### config.mk
export PLATFORM = sky130hd
export DESIGN_NAME = acia_rx
export DESIGN_NICKNAME = d
export VERILOG_FILES = /design/src/rtl/acia_rx.sv
export SDC_FILE = /design/constraint.sdc
export NUM_CORES = 1
export LEC_CHECK = 0
export ABC_AREA = 1
export CAP_MARGIN = 20
export CORE_UTILIZATION = 40
export CTS_BUF_LIST = sky130_fd_sc_hd__clkbuf_4 sky130_fd_sc_hd__clkbuf_8
export DETAILED_ROUTE_END_ITERATION = 8
export PLACE_DENSITY = 0.62
export SLEW_MARGIN = 25
export SYNTH_ARGS = -nofsm -noshare
export SYNTH_HDL_FRONTEND = slang
export SYNTH_SLANG_ARGS = --single-unit
### constraint.sdc
create_clock -name clk -period 1.48 [get_ports clk]
set_input_delay 0.148 -clock clk [delete_from_list [all_inputs] [get_ports clk]]
set_output_delay 0.148 -clock clk [all_outputs]
set_load 0.02 [all_outputs]
### src/rtl/acia_rx.sv
// 6551-style ACIA receiver: 16x oversampled, 5-8 data bits, optional parity (ACIA_RX_PARITY_EN), stop, break detect.
// Latency: rdrf rises 1 clk after the stop-bit sample; no backpressure, a byte finishing while rdrf=1 is dropped and ovr set.
module acia_rx (
  input  logic       clk,
  input  logic       reset_n,
  input  logic       baud_tick,
  input  logic       rxd,
  input  logic [1:0] wl,
  input  logic       parity_en,
  input  logic       parity_odd,
  input  logic       rd_strobe,
  output logic [7:0] rx_data,
  output logic       rdrf,
  output logic       ovr,
  output logic       fe,
  output logic       pe
);

  typedef enum logic [2:0] {
    S_IDLE,
    S_START,
    S_DATA,
`ifdef ACIA_RX_PARITY_EN
    S_PARITY,
`endif
    S_STOP,
    S_BREAK
  } state_t;

  state_t     r_state;
  state_t     w_state_nxt;
  logic       r_rxd_s1;
  logic       r_rxd_s2;
  logic [3:0] r_tcnt;
  logic [3:0] w_tcnt_nxt;
  logic [2:0] r_bcnt;
  logic [2:0] w_bcnt_nxt;
  logic [2:0] r_last;
  logic [2:0] w_last_nxt;
  logic [7:0] r_shift;
  logic [7:0] w_shift_nxt;
  logic       w_done;
  logic       w_frame_fe;
  logic       w_frame_pe;

  logic [7:0] r_rx_data;
  logic       r_rdrf;
  logic       r_ovr;
  logic       r_fe;
  logic       r_pe;

`ifdef ACIA_RX_PARITY_EN
  logic       r_par_en;
  logic       r_par_odd;
  logic       r_pe_frm;
  logic       w_pe_frm_nxt;
  logic       w_par_en_nxt;
  logic       w_par_odd_nxt;
`else
  logic       w_unused_parity;
  assign w_unused_parity = parity_en | parity_odd;
`endif

  always_ff @(posedge clk or negedge reset_n) begin
    if (!reset_n) begin
      r_rxd_s1 <= 1'b1;
      r_rxd_s2 <= 1'b1;
    end else begin
      r_rxd_s1 <= rxd;
      r_rxd_s2 <= r_rxd_s1;
    end
  end

  always_ff @(posedge clk or negedge reset_n) begin
    if (!reset_n) begin
      r_state <= S_IDLE;
    end else begin
      r_state <= w_state_nxt;
    end
  end

  always_comb begin
    w_state_nxt = r_state;
    w_tcnt_nxt  = r_tcnt;
    w_bcnt_nxt  = r_bcnt;
    w_last_nxt  = r_last;
    w_shift_nxt = r_shift;
    w_done      = 1'b0;
    w_frame_fe  = 1'b0;
`ifdef ACIA_RX_PARITY_EN
    w_pe_frm_nxt  = r_pe_frm;
    w_par_en_nxt  = r_par_en;
    w_par_odd_nxt = r_par_odd;
`endif
    if (baud_tick) begin
      w_tcnt_nxt = r_tcnt + 4'd1;
      case (r_state)
        S_IDLE: begin
          w_tcnt_nxt = 4'd0;
          if (!r_rxd_s2) begin
            // Frame format is captured here so mid-frame control writes wait for the next frame.
            w_state_nxt = S_START;
            w_bcnt_nxt  = 3'd0;
            w_last_nxt  = 3'd7 - {1'b0, wl};
            w_shift_nxt = 8'h00;
`ifdef ACIA_RX_PARITY_EN
            w_pe_frm_nxt  = 1'b0;
            w_par_en_nxt  = parity_en;
            w_par_odd_nxt = parity_odd;
`endif
          end
        end
        S_START: begin
          if (r_tcnt == 4'd7) begin
            w_tcnt_nxt  = 4'd0;
            w_state_nxt = r_rxd_s2 ? S_IDLE : S_DATA;
          end
        end
        S_DATA: begin
          if (r_tcnt == 4'd15) begin
            w_shift_nxt[r_bcnt] = r_rxd_s2;
            w_bcnt_nxt          = r_bcnt + 3'd1;
            if (r_bcnt == r_last) begin
`ifdef ACIA_RX_PARITY_EN
              w_state_nxt = r_par_en ? S_PARITY : S_STOP;
`else
              w_state_nxt = S_STOP;
`endif
            end
          end
        end
`ifdef ACIA_RX_PARITY_EN
        S_PARITY: begin
          if (r_tcnt == 4'd15) begin
            w_pe_frm_nxt = r_rxd_s2 ^ (^r_shift) ^ r_par_odd;
            w_state_nxt  = S_STOP;
          end
        end
`endif
        S_STOP: begin
          if (r_tcnt == 4'd15) begin
            w_done      = 1'b1;
            w_frame_fe  = ~r_rxd_s2;
            w_state_nxt = r_rxd_s2 ? S_IDLE : S_BREAK;
          end
        end
        S_BREAK: begin
          w_tcnt_nxt = 4'd0;
          if (r_rxd_s2) begin
            w_state_nxt = S_IDLE;
          end
        end
        default: begin
          w_state_nxt = S_IDLE;
          w_tcnt_nxt  = 4'd0;
        end
      endcase
    end
  end

`ifdef ACIA_RX_PARITY_EN
  // The final parity verdict is formed in the PARITY state and held until the stop sample.
  assign w_frame_pe = r_pe_frm;
`else
  assign w_frame_pe = 1'b0;
`endif

  always_ff @(posedge clk or negedge reset_n) begin
    if (!reset_n) begin
      r_tcnt  <= 4'd0;
      r_bcnt  <= 3'd0;
      r_last  <= 3'd7;
      r_shift <= 8'h00;
`ifdef ACIA_RX_PARITY_EN
      r_pe_frm  <= 1'b0;
      r_par_en  <= 1'b0;
      r_par_odd <= 1'b0;
`endif
    end else begin
      r_tcnt  <= w_tcnt_nxt;
      r_bcnt  <= w_bcnt_nxt;
      r_last  <= w_last_nxt;
      r_shift <= w_shift_nxt;
`ifdef ACIA_RX_PARITY_EN
      r_pe_frm  <= w_pe_frm_nxt;
      r_par_en  <= w_par_en_nxt;
      r_par_odd <= w_par_odd_nxt;
`endif
    end
  end

  // A completing byte beats a same-cycle CPU read, as if the register had been empty.
  always_ff @(posedge clk or negedge reset_n) begin
    if (!reset_n) begin
      r_rx_data <= 8'h00;
      r_rdrf    <= 1'b0;
      r_ovr     <= 1'b0;
      r_fe      <= 1'b0;
      r_pe      <= 1'b0;
    end else if (w_done) begin
      if (!r_rdrf || rd_strobe) begin
        r_rx_data <= r_shift;
        r_rdrf    <= 1'b1;
        r_fe      <= w_frame_fe;
        r_pe      <= w_frame_pe;
        if (rd_strobe) begin
          r_ovr <= 1'b0;
        end
      end else begin
        r_ovr <= 1'b1;
      end
    end else if (rd_strobe) begin
      r_rdrf <= 1'b0;
      r_ovr  <= 1'b0;
      r_fe   <= 1'b0;
      r_pe   <= 1'b0;
    end
  end

  assign rx_data = r_rx_data;
  assign rdrf    = r_rdrf;
  assign ovr     = r_ovr;
  assign fe      = r_fe;
  assign pe      = r_pe;

endmodule

==> flow_summary.toml, run 1 <==
[run_status]
status = "finished clean"

[place]
globalplace.congestion = 0.819
hpwl_um = 2050
io_buffers = 17
placed_area_um2 = 1980

[routing]
initialDrtViolationCount = 42
drt-vias-per-instance = 4.62
antenna_left = 0
wl_um = 2950
num_vias = 1359
drt-pass1-iter-count = 4
wire_per_inst_um = 10.0
drc = 0

[global_route]
gr-usage-all-layers_pct = 15.4
grt_pass1_vias = 1164
grt-ovfl-total = 0
grt_max_degree = 34
grt_pass1_wl_um = 5060
antenna_found_initial = 0

[setup_path]
crit_family = "simple AND/OR/NAND/NOR gates"
rr_startpoint = "r_tcnt[1]$_DFFE_PN0P_"
critPathMaxStageDelay_ps = 360
worst-path-stages = 9
worstPathMaxFanout = 4
crit_path_end_kind = "flop"
reg2reg_slack_ps = 70
path_class = "reg2reg"
reg2reg_depth = 9
critPathRequiredTime_ps = 1650
arrival_ps = 1580
cp_common_cell = "nand2_1"
worst-path-buf-inv = 1
slowest_stage = "dfrtp_1"
worstReg2RegEnd = "r_state[0]$_DFFE_PN0P_"
start_kind = "flop"
path_cells = "ha_2 > nand3_4 > buf_4 > nand2_1 > nand2_2 > nor2_4 > nand2_1 > nand2_1 > nand2_1"

[final_layout]
design_area_um2 = 2120
syn2layout_area_growth_pct = 27.6
regArea_um2 = 831
final.fill_count = 401
drive_gt1_share_pct = 20.1
multi_input_area_um2 = 785
nets = 254
num_antenna_cells = 0

[cts]
cts.clk_slew.worst_paths_ps = 70
clk_path_buf_depth = 2
hold_buffers = 0
root_buffer = "clkbuf_8"
cts_sinks = 33
cts_buffers = 5
clkLatencyLatePin_ps = 280
cts_tree = "done"
htree_levels = 2

[floorplanning]
die_w_um = 66.5
dieArea_um2 = 4420
die_h_um = 66.5
io_pins = 21
core_area_um2 = 4000
rows = 23
start_util_pct = 41.5

[timing]
setup_violations = 0
slew_violations = 0
period_minus_slack_ps = 1410
max_freq_mhz = 709
finClkSkew_ps = 5.08
holdWs_ps = 231
rsz0062_at_grt = "true"
final_min_period_over_clock_period_pct = 95.4
hold_viol_final = 0

[yosys]
synth.distinct_cells = 25
postSynthAreaPerCell_um2 = 7.84
syn_inst = 212
synth_seq_cells = 33
ys_seq_area_share_pct = 50.0
yosysWarningCount = 0
syn-num-nets = 223
synth_area_um2 = 1660

[min_path]
min_path_type = "in2async"

[pwr]
p_leak_nw = 1.00
powerDensity_nw_per_um2 = 1310
vdd_drop_max_mv = 0.742

[job]
maxCapViolCount = 0
-- flip-flops by register name (all words and copies together) (netlist names) --
| signal | flops |
|---|---|
| fe | 1 |
| ovr | 1 |
| r_last | 2 |
| r_shift | 8 |
| r_rxd_s1 | 1 |
| rdrf | 1 |
| r_state | 3 |
| r_rxd_s2 | 1 |
| r_tcnt | 4 |
| r_bcnt | 3 |
| rx_data | 8 |
-- power breakdown --
group | internal (W) | switching (W)
Sequential | 0.00104 | 0.000129
Combinational | 0.000386 | 0.000556
Clock | 0.000344 | 0.000315
Total | 0.00177 | 0.00100
-- area by class of cell --
type / count / area share, %
clock inverter: 2 / 0.472
sequential: 33 / 39.2
tap: 50 / 2.95
clock buffer: 6 / 3.60
timing repair buffer: 30 / 14.4
multi-input combinational: 160 / 37.0
inverter: 13 / 2.36
-- worst max-delay path by stage --
stage | slack (ps) | start | to
2_1_floorplan | 80 | r_tcnt[0]$_DFFE_PN0P_ | r_shift[4]$_DFFE_PN0P_
3_3_place_gp | -20 | baud_tick | rx_data[5]$_DFFE_PN0P_
3_5_place_dp | -50 | baud_tick | rx_data[6]$_DFFE_PN0P_
4_1_cts | 8 | r_tcnt[1]$_DFFE_PN0P_ | r_last[1]$_DFFE_PN1P_
5_1_grt | -30 | r_tcnt[1]$_DFFE_PN0P_ | r_state[2]$_DFFE_PN0P_
6_report | 70 | r_tcnt[1]$_DFFE_PN0P_ | r_state[0]$_DFFE_PN0P_
-- metrics by stage --
step	worst slack, ps	TNS [ps]	instances	total power, W	utilization (%)
global placement	-18.7	-135	285	0.00204	49.5
global route	-26.4	-90.0	294	0.00297	53.0
floorplan	75.6	0	212	0.00177	-
CTS	8.13	0	293	0.00272	51.9
detailed placement	-46.8	-270	285	0.00205	49.5
finish	68.6	0	294	0.00277	53.0
-- placed cells by master, fill, tap and decap left out --
cell / synthesis / layout
nand2_1: 85 / 83
dfrtp_1: 29 / 29
nand3_1: 18 / 18
clkdlybuf4s50_1: 0 / 17
nor2_1: 19 / 14
inv_1: 12 / 12
buf_4: 2 / 10
o21ai_0: 10 / 8
nand2_2: 6 / 8
nor2_2: 1 / 5
o21ai_2: 4 / 5
clkbuf_8: 0 / 5
dfstp_2: 4 / 4
clkinv_2: 1 / 3
nand4_1: 3 / 3
a21oi_1: 3 / 3
buf_12: 0 / 3
nand3_4: 0 / 2
nor2_4: 1 / 2
xor2_1: 2 / 2
o21ai_1: 1 / 2
o22ai_1: 1 / 1
xnor2_1: 1 / 1
ha_1: 2 / 1
ha_2: 0 / 1
conb_1: 1 / 1
clkbuf_4: 0 / 1
-- layer usage --
| layer | up-vias | track usage [%] | share of wire (%) |
|---|---|---|---|
| li1 | 734 | - | - |
| met1 | 599 | 21.9 | 54 |
| met2 | 21 | 21.8 | 41 |
| met3 | 5 | 3.60 | 3.4 |
| met4 | 0 | 7.18 | 1.7 |
| met5 | - | 0 | 0 |
-- cells by family after synthesis --
family          after synthesis  synth area share [%]
xor+xnor                      3                  1.58
other cells                   1                 0.226
compound gates               19                  6.70
flops                        33                  50.0
fa+ha+maj                     2                  1.51
simple gates                135                  34.6
buf+inv                      19                  5.42
-- synthesized netlist by cell type --
cell type	number	area (um^2)
clkbuf_1	1	3.75
nor2_1	19	71.3
a21oi_1	3	15.0
xnor2_1	1	8.76
conb_1	1	3.75
nand3_1	18	90.1
nor2_2	1	6.26
o21ai_1	1	5.00
nand2_2	6	37.5
o22ai_1	1	6.26
buf_4	2	15.0
buf_6	1	11.3
buf_2	2	10.0
o21ai_0	10	50.1
clkinv_2	1	5.00
dfrtp_1	29	726
o21ai_2	4	35.0
xor2_1	2	17.5
dfstp_2	4	105
nand3_2	2	20.0
inv_1	12	45.0
ha_1	2	25.0
nor2_4	1	11.3
nand2_1	85	319
nand4_1	3	18.8
-- timing repair --
action	CTS	global route
setup buffers	0	1
resized for setup	1	13
hold endpoints to repair	0	0
pin swaps	0	4
setup endpoints to repair	1	22
No activity file was read; power rests on OpenSTA's default activity.
==> inputs of run 2 (changes only) <==
- CELL_PAD_IN_SITES_DETAIL_PLACEMENT: default -> 0
- CELL_PAD_IN_SITES_GLOBAL_PLACEMENT: default -> 1
- CORE_UTILIZATION: 40 -> 38
- PLACE_DENSITY: 0.62 -> 0.77
==> run 2 against run 1 <==
Power rose by 7.3%. Design area rose by 0.59%. Largest cell class unchanged. Non-clock buffer count fell by 1. Flip-flop and latch count did not move. Sequential power barely moved. Clock-buffer cell count rose by 1. Critical path depth did not move. Critical endpoint is now r_shift[3]$_DFFE_PN0P_. Clock power rose by 34%.
==> flow_summary.toml, run 2 (same netlist as run 1, synthesis figures left out) <==
[pwr]
p_leak_nw = 1.01
power_frac_clock_pct = 29.8
swShare_pct = 33.5
intPower_w = 0.00198
combPwrFrac_pct = 30.8
p_seq_share_pct = 39.4
powerDensity_nw_per_um2 = 1390
p_switching_w = 0.000997
total_power_w = 0.00297
vdd_drop_max_mv = 0.817

[timing]
finClkSkew_ps = 4.96
setup_violations = 0
period_minus_slack_ps = 1390
hold_viol_final = 0
final_min_period_over_clock_period_pct = 94.1
slew_violations = 0
rsz0062_at_grt = "true"
holdWs_ps = 197
max_freq_mhz = 718

[global_route]
antenna_found_initial = 0
grt_pass1_vias = 1177
grt_pass1_wl_um = 5240
grt_max_degree = 22
grt-ovfl-total = 0
gr-usage-all-layers_pct = 15.3

[floorplanning]
rows = 23
die_w_um = 68.1
die_h_um = 68.1
dieArea_um2 = 4640
io_pins = 21
core_area_um2 = 4090
start_util_pct = 40.7

[final_layout]
final.fill_count = 429
drive_gt1_share_pct = 18.1
final_common_cell = "nand2_1"
mostFrequentLayoutCells = "83 x nand2_1, 29 x dfrtp_1, 18 x nand3_1"
regArea_um2 = 831
stdcell_count = 293
syn2layout_area_growth_pct = 28.3
multi_input_area_um2 = 783
nets = 253
num_antenna_cells = 0

[setup_path]
path_class = "reg2reg"
critPathRequiredTime_ps = 1640
start_kind = "flop"
arrival_ps = 1550
worstPathMaxFanout = 14
crit_path_end_kind = "flop"

[routing]
drc = 0
num_vias = 1326
antenna_left = 0
drt-pass1-iter-count = 4
initialDrtViolationCount = 82
wl_um = 3060
drt-vias-per-instance = 4.53
wire_per_inst_um = 10.4

[cts]
cts.clk_slew.worst_paths_ps = 70
root_buffer = "clkbuf_8"
htree_levels = 2
cts_setup_buffers = 0
clkLatencyLatePin_ps = 280
hold_buffers = 0
cts_sinks = 33
cts_tree = "done"
clk_path_buf_depth = 2
cts_buffers = 5

[run_status]
status = "finished clean"

[job]
maxCapViolCount = 0

[place]
hpwl_um = 2240
io_buffers = 17
globalplace.congestion = 0.808
dp_cells = 285

[min_path]
min_path_type = "in2async"
-- run 2: layer usage --
| layer | vias up | routed length (um) | global-route usage (%) |
|---|---|---|---|
| met5 | - | 0 | 0 |
| met4 | 0 | 35 | 7.03 |
| met3 | 2 | 87 | 3.50 |
| met2 | 17 | 1320 | 22.9 |
| met1 | 576 | 1620 | 20.8 |
| li1 | 731 | - | - |
-- run 2: final timing paths --
check                                      start                endpoint  slack, ps  cells after the start
min in group clk                             rxd      r_rxd_s1$_DFF_PN1_        280                      1
hold / removal                           reset_n   r_bcnt[1]$_DFFE_PN0P_        200                      2
max in group asynchronous                reset_n  r_shift[1]$_DFFE_PN0P_       1030                      2
hold reg to reg               r_rxd_s1$_DFF_PN1_      r_rxd_s2$_DFF_PN1_        360                      0
setup reg to reg           r_tcnt[0]$_DFFE_PN0P_  r_shift[3]$_DFFE_PN0P_         90                      9
setup / recovery           r_tcnt[0]$_DFFE_PN0P_  r_shift[3]$_DFFE_PN0P_         90                      9
-- run 2: critical path: stages (launching register included) --
cell and delay (ps):
dfrtp_1 400, ha_4 170, nand3_4 110, nand2_2 80, nand2_2 60, nor2_4 120
buf_12 150, nand2_1 70, nand2_1 50, o21ai_0 70
-- run 2: area by class of cell --
type / count / area share [%]
Sequential cell: 33 / 39.0
Multi-Input combinational cell: 160 / 36.7
Timing Repair Buffer: 29 / 13.4
Clock buffer: 7 / 4.23
Tap cell: 50 / 2.93
Inverter: 13 / 2.35
Clock inverter: 1 / 1.41
-- run 2: per-stage QoR --
step	instance area, um^2	setup TNS, ps	utilization (%)	worst slack (ps)
3_5_place_dp	1970	-303	48.2	-58.0
4_1_cts	2110	0	51.6	15.5
3_3_place_gp	1970	-235	48.2	-29.7
6_report	2130	0	52.2	87.6
5_1_grt	2130	-47.7	52.2	-17.1
2_1_floorplan	1660	0	-	75.6
-- run 2: power by group through the flow --
| stage | registers [W] | clock network, W | logic [W] |
|---|---|---|---|
| floorplan | 0.00116 | 0 | 0.000615 |
| global placement | 0.00117 | 0 | 0.000873 |
| detailed placement | 0.00117 | 0 | 0.000885 |
| CTS | 0.00116 | 0.000903 | 0.000894 |
| global route | 0.00119 | 0.000939 | 0.00105 |
| finish | 0.00117 | 0.000886 | 0.000917 |
-- run 2: timing repair --
item                       4_1_cts  5_1_grt
gates cloned                     0        0
gates resized for setup          4        6
pin swaps                        0        1
setup endpoints to repair        9       22
==> inputs of run 3 (changes only) <==
- SETUP_SLACK_MARGIN: default -> 0.3
==> run 3 against run 2 <==
Flip-flop and latch count is the same. Final cell count up 4.4%. Non-clock buffer count increased by 12. Routed wire length up 15%. Combinational power increased by 33%. Global-route usage rose by 2.5 points. Fmax fell by 2.2%. Via count grew 6.6%. Clock-buffer cell count unchanged. Worst hold slack better by 31 ps. Power increased by 6.1%. Highest routed layer unchanged.
==> flow_summary.toml, run 3 (same netlist as run 1, synthesis figures left out) <==
[routing]
drc = 0
initialDrtViolationCount = 77
drt-vias-per-instance = 4.62
drt-pass1-iter-count = 4
antenna_left = 0
wl_um = 3530
num_vias = 1413
wire_per_inst_um = 11.5

[cts]
htree_levels = 2
clk_path_buf_depth = 2
cts_buffers = 5
cts_tree = "done"
cts_sinks = 33
root_buffer = "clkbuf_8"
cts.clk_slew.worst_paths_ps = 70
clkLatencyLatePin_ps = 280

[pwr]
p_leak_nw = 1.14
total_power_w = 0.00315
intPower_w = 0.00198
p_switching_w = 0.00118
power_frac_clock_pct = 23.7
vdd_drop_max_mv = 0.657
swShare_pct = 37.4
combPwrFrac_pct = 38.6
p_seq_share_pct = 37.7
powerDensity_nw_per_um2 = 1350

[place]
io_buffers = 17
placed_area_um2 = 1980
dp_cells = 283
globalplace.congestion = 0.741
hpwl_um = 2150

[final_layout]
nets = 266
design_area_um2 = 2340
drive_gt1_share_pct = 33.6
final.fill_count = 394
mostFrequentLayoutCells = "65 x nand2_1, 28 x dfrtp_1, 20 x nand2_2"
final_common_cell = "nand2_1"
syn2layout_area_growth_pct = 41.0
stdcell_count = 306
num_antenna_cells = 0

[global_route]
grt_pass1_wl_um = 6030
grt-ovfl-total = 0
antenna_found_initial = 0
gr-usage-all-layers_pct = 17.7
grt_pass1_vias = 1327
grt_max_degree = 34

[setup_path]
critPathMaxStageDelay_ps = 420
arrival_ps = 1590
rr_startpoint = "r_tcnt[0]$_DFFE_PN0P_"
crit_family = "simple AND/OR/NAND/NOR gates"
start_kind = "flop"
path_class = "reg2reg"
slowest_stage = "dfrtp_1"
worstPathMaxFanout = 3
crit_path_end_kind = "flop"
reg2reg_slack_ps = 60
worstReg2RegEnd = "r_state[1]$_DFFE_PN0P_"
path_cells = "ha_4 > buf_4 > nand3_1 > nand3_2 > nand2_2 > nor2_4 > buf_4 > nand2_1 > nand2_1"
reg2reg_depth = 9
critPathRequiredTime_ps = 1640
worst-path-buf-inv = 2

[floorplanning]
start_util_pct = 40.7
die_h_um = 68.1
die_w_um = 68.1
io_pins = 21
core_area_um2 = 4090
rows = 23
dieArea_um2 = 4640

[timing]
final_min_period_over_clock_period_pct = 96.2
finClkSkew_ps = 6.66
period_minus_slack_ps = 1420
setup_violations = 0
slew_violations = 0
hold_viol_final = 0
rsz0062_at_grt = "true"
max_freq_mhz = 702

[min_path]
min_path_type = "in2async"

[run_status]
status = "finished clean"

[job]
maxCapViolCount = 0
run 3: cell types whose count changed in the layout (fill, tap and decap cells not counted), moves of 4 or more:
cell,before,now
clkdlybuf4s50_1,17,6
nor2_4,2,6
nand2_2,8,20
nand2_1,83,65
buf_4,10,19
o21ai_0,9,2
nand2_4,0,6
o21ai_1,2,7
dlygate4sd2_1,0,10
nor2_1,17,13
run 3: timing repair:
| item | CTS | global route |
|---|---|---|
| pin swaps | 6 | 9 |
| setup endpoints to repair | 39 | 32 |
| resized for setup | 55 | 14 |
| buffers inserted | 11 | 3 |
| gates cloned | 1 | 0 |
| hold buffers | 0 | 0 |
run 3: worst max path at each step:
stage                     cells past startpoint                      to                   start  slack, ps
final                                         9  r_state[1]$_DFFE_PN0P_   r_tcnt[0]$_DFFE_PN0P_         60
after global routing                         10  r_state[1]$_DFFE_PN0P_  r_state[2]$_DFFE_PN0P_        -30
after CTS                                     8  rx_data[1]$_DFFE_PN0P_   r_tcnt[1]$_DFFE_PN0P_        100
after detailed placement                      7  rx_data[1]$_DFFE_PN0P_               baud_tick        -30
after global placement                        7  rx_data[5]$_DFFE_PN0P_               baud_tick        -20
after floorplan                               9  r_shift[4]$_DFFE_PN0P_   r_tcnt[0]$_DFFE_PN0P_        170
run 3: power groups by stage:
| stage | Clock (W) | Combinational [W] | Sequential [W] |
|---|---|---|---|
| 6_report | 0.000747 | 0.00122 | 0.00119 |
| 5_1_grt | 0.000814 | 0.00138 | 0.00120 |
| 4_1_cts | 0.000766 | 0.00109 | 0.00118 |
| 3_5_place_dp | 0 | 0.000885 | 0.00118 |
| 3_3_place_gp | 0 | 0.000880 | 0.00118 |
| 2_1_floorplan | 0 | 0.000631 | 0.00117 |
run 3: cell type report:
cell class,instances,area (um^2),area share (%)
multi-input cells,161,920,39.2
flip-flops and latches,33,832,35.5
repair buffers,41,374,16.0
clock buffers,7,96.3,4.11
well taps,50,62.6,2.67
inverters,13,53.8,2.30
clock inverters,1,5.00,0.214
run 3: metrics by stage:
step           utilization, %  setup slack [ps]  hold slack (ps)  TNS [ps]
2_1_floorplan               -               173             -148         0
6_report                 57.3              56.5              228         0
5_1_grt                  57.3             -26.5              248     -84.6
3_5_place_dp             48.4             -29.5              347      -180
3_3_place_gp             48.4             -20.8              346      -157
4_1_cts                  55.8               104              227         0
run 3: routing by layer:
metal,vias up,global-route usage [%],part of all wire (%)
met3,5,4.00,2.3
met5,-,0,0
met2,19,28.2,46
li1,764,-,-
met1,625,23.2,51
met4,0,7.03,1.3
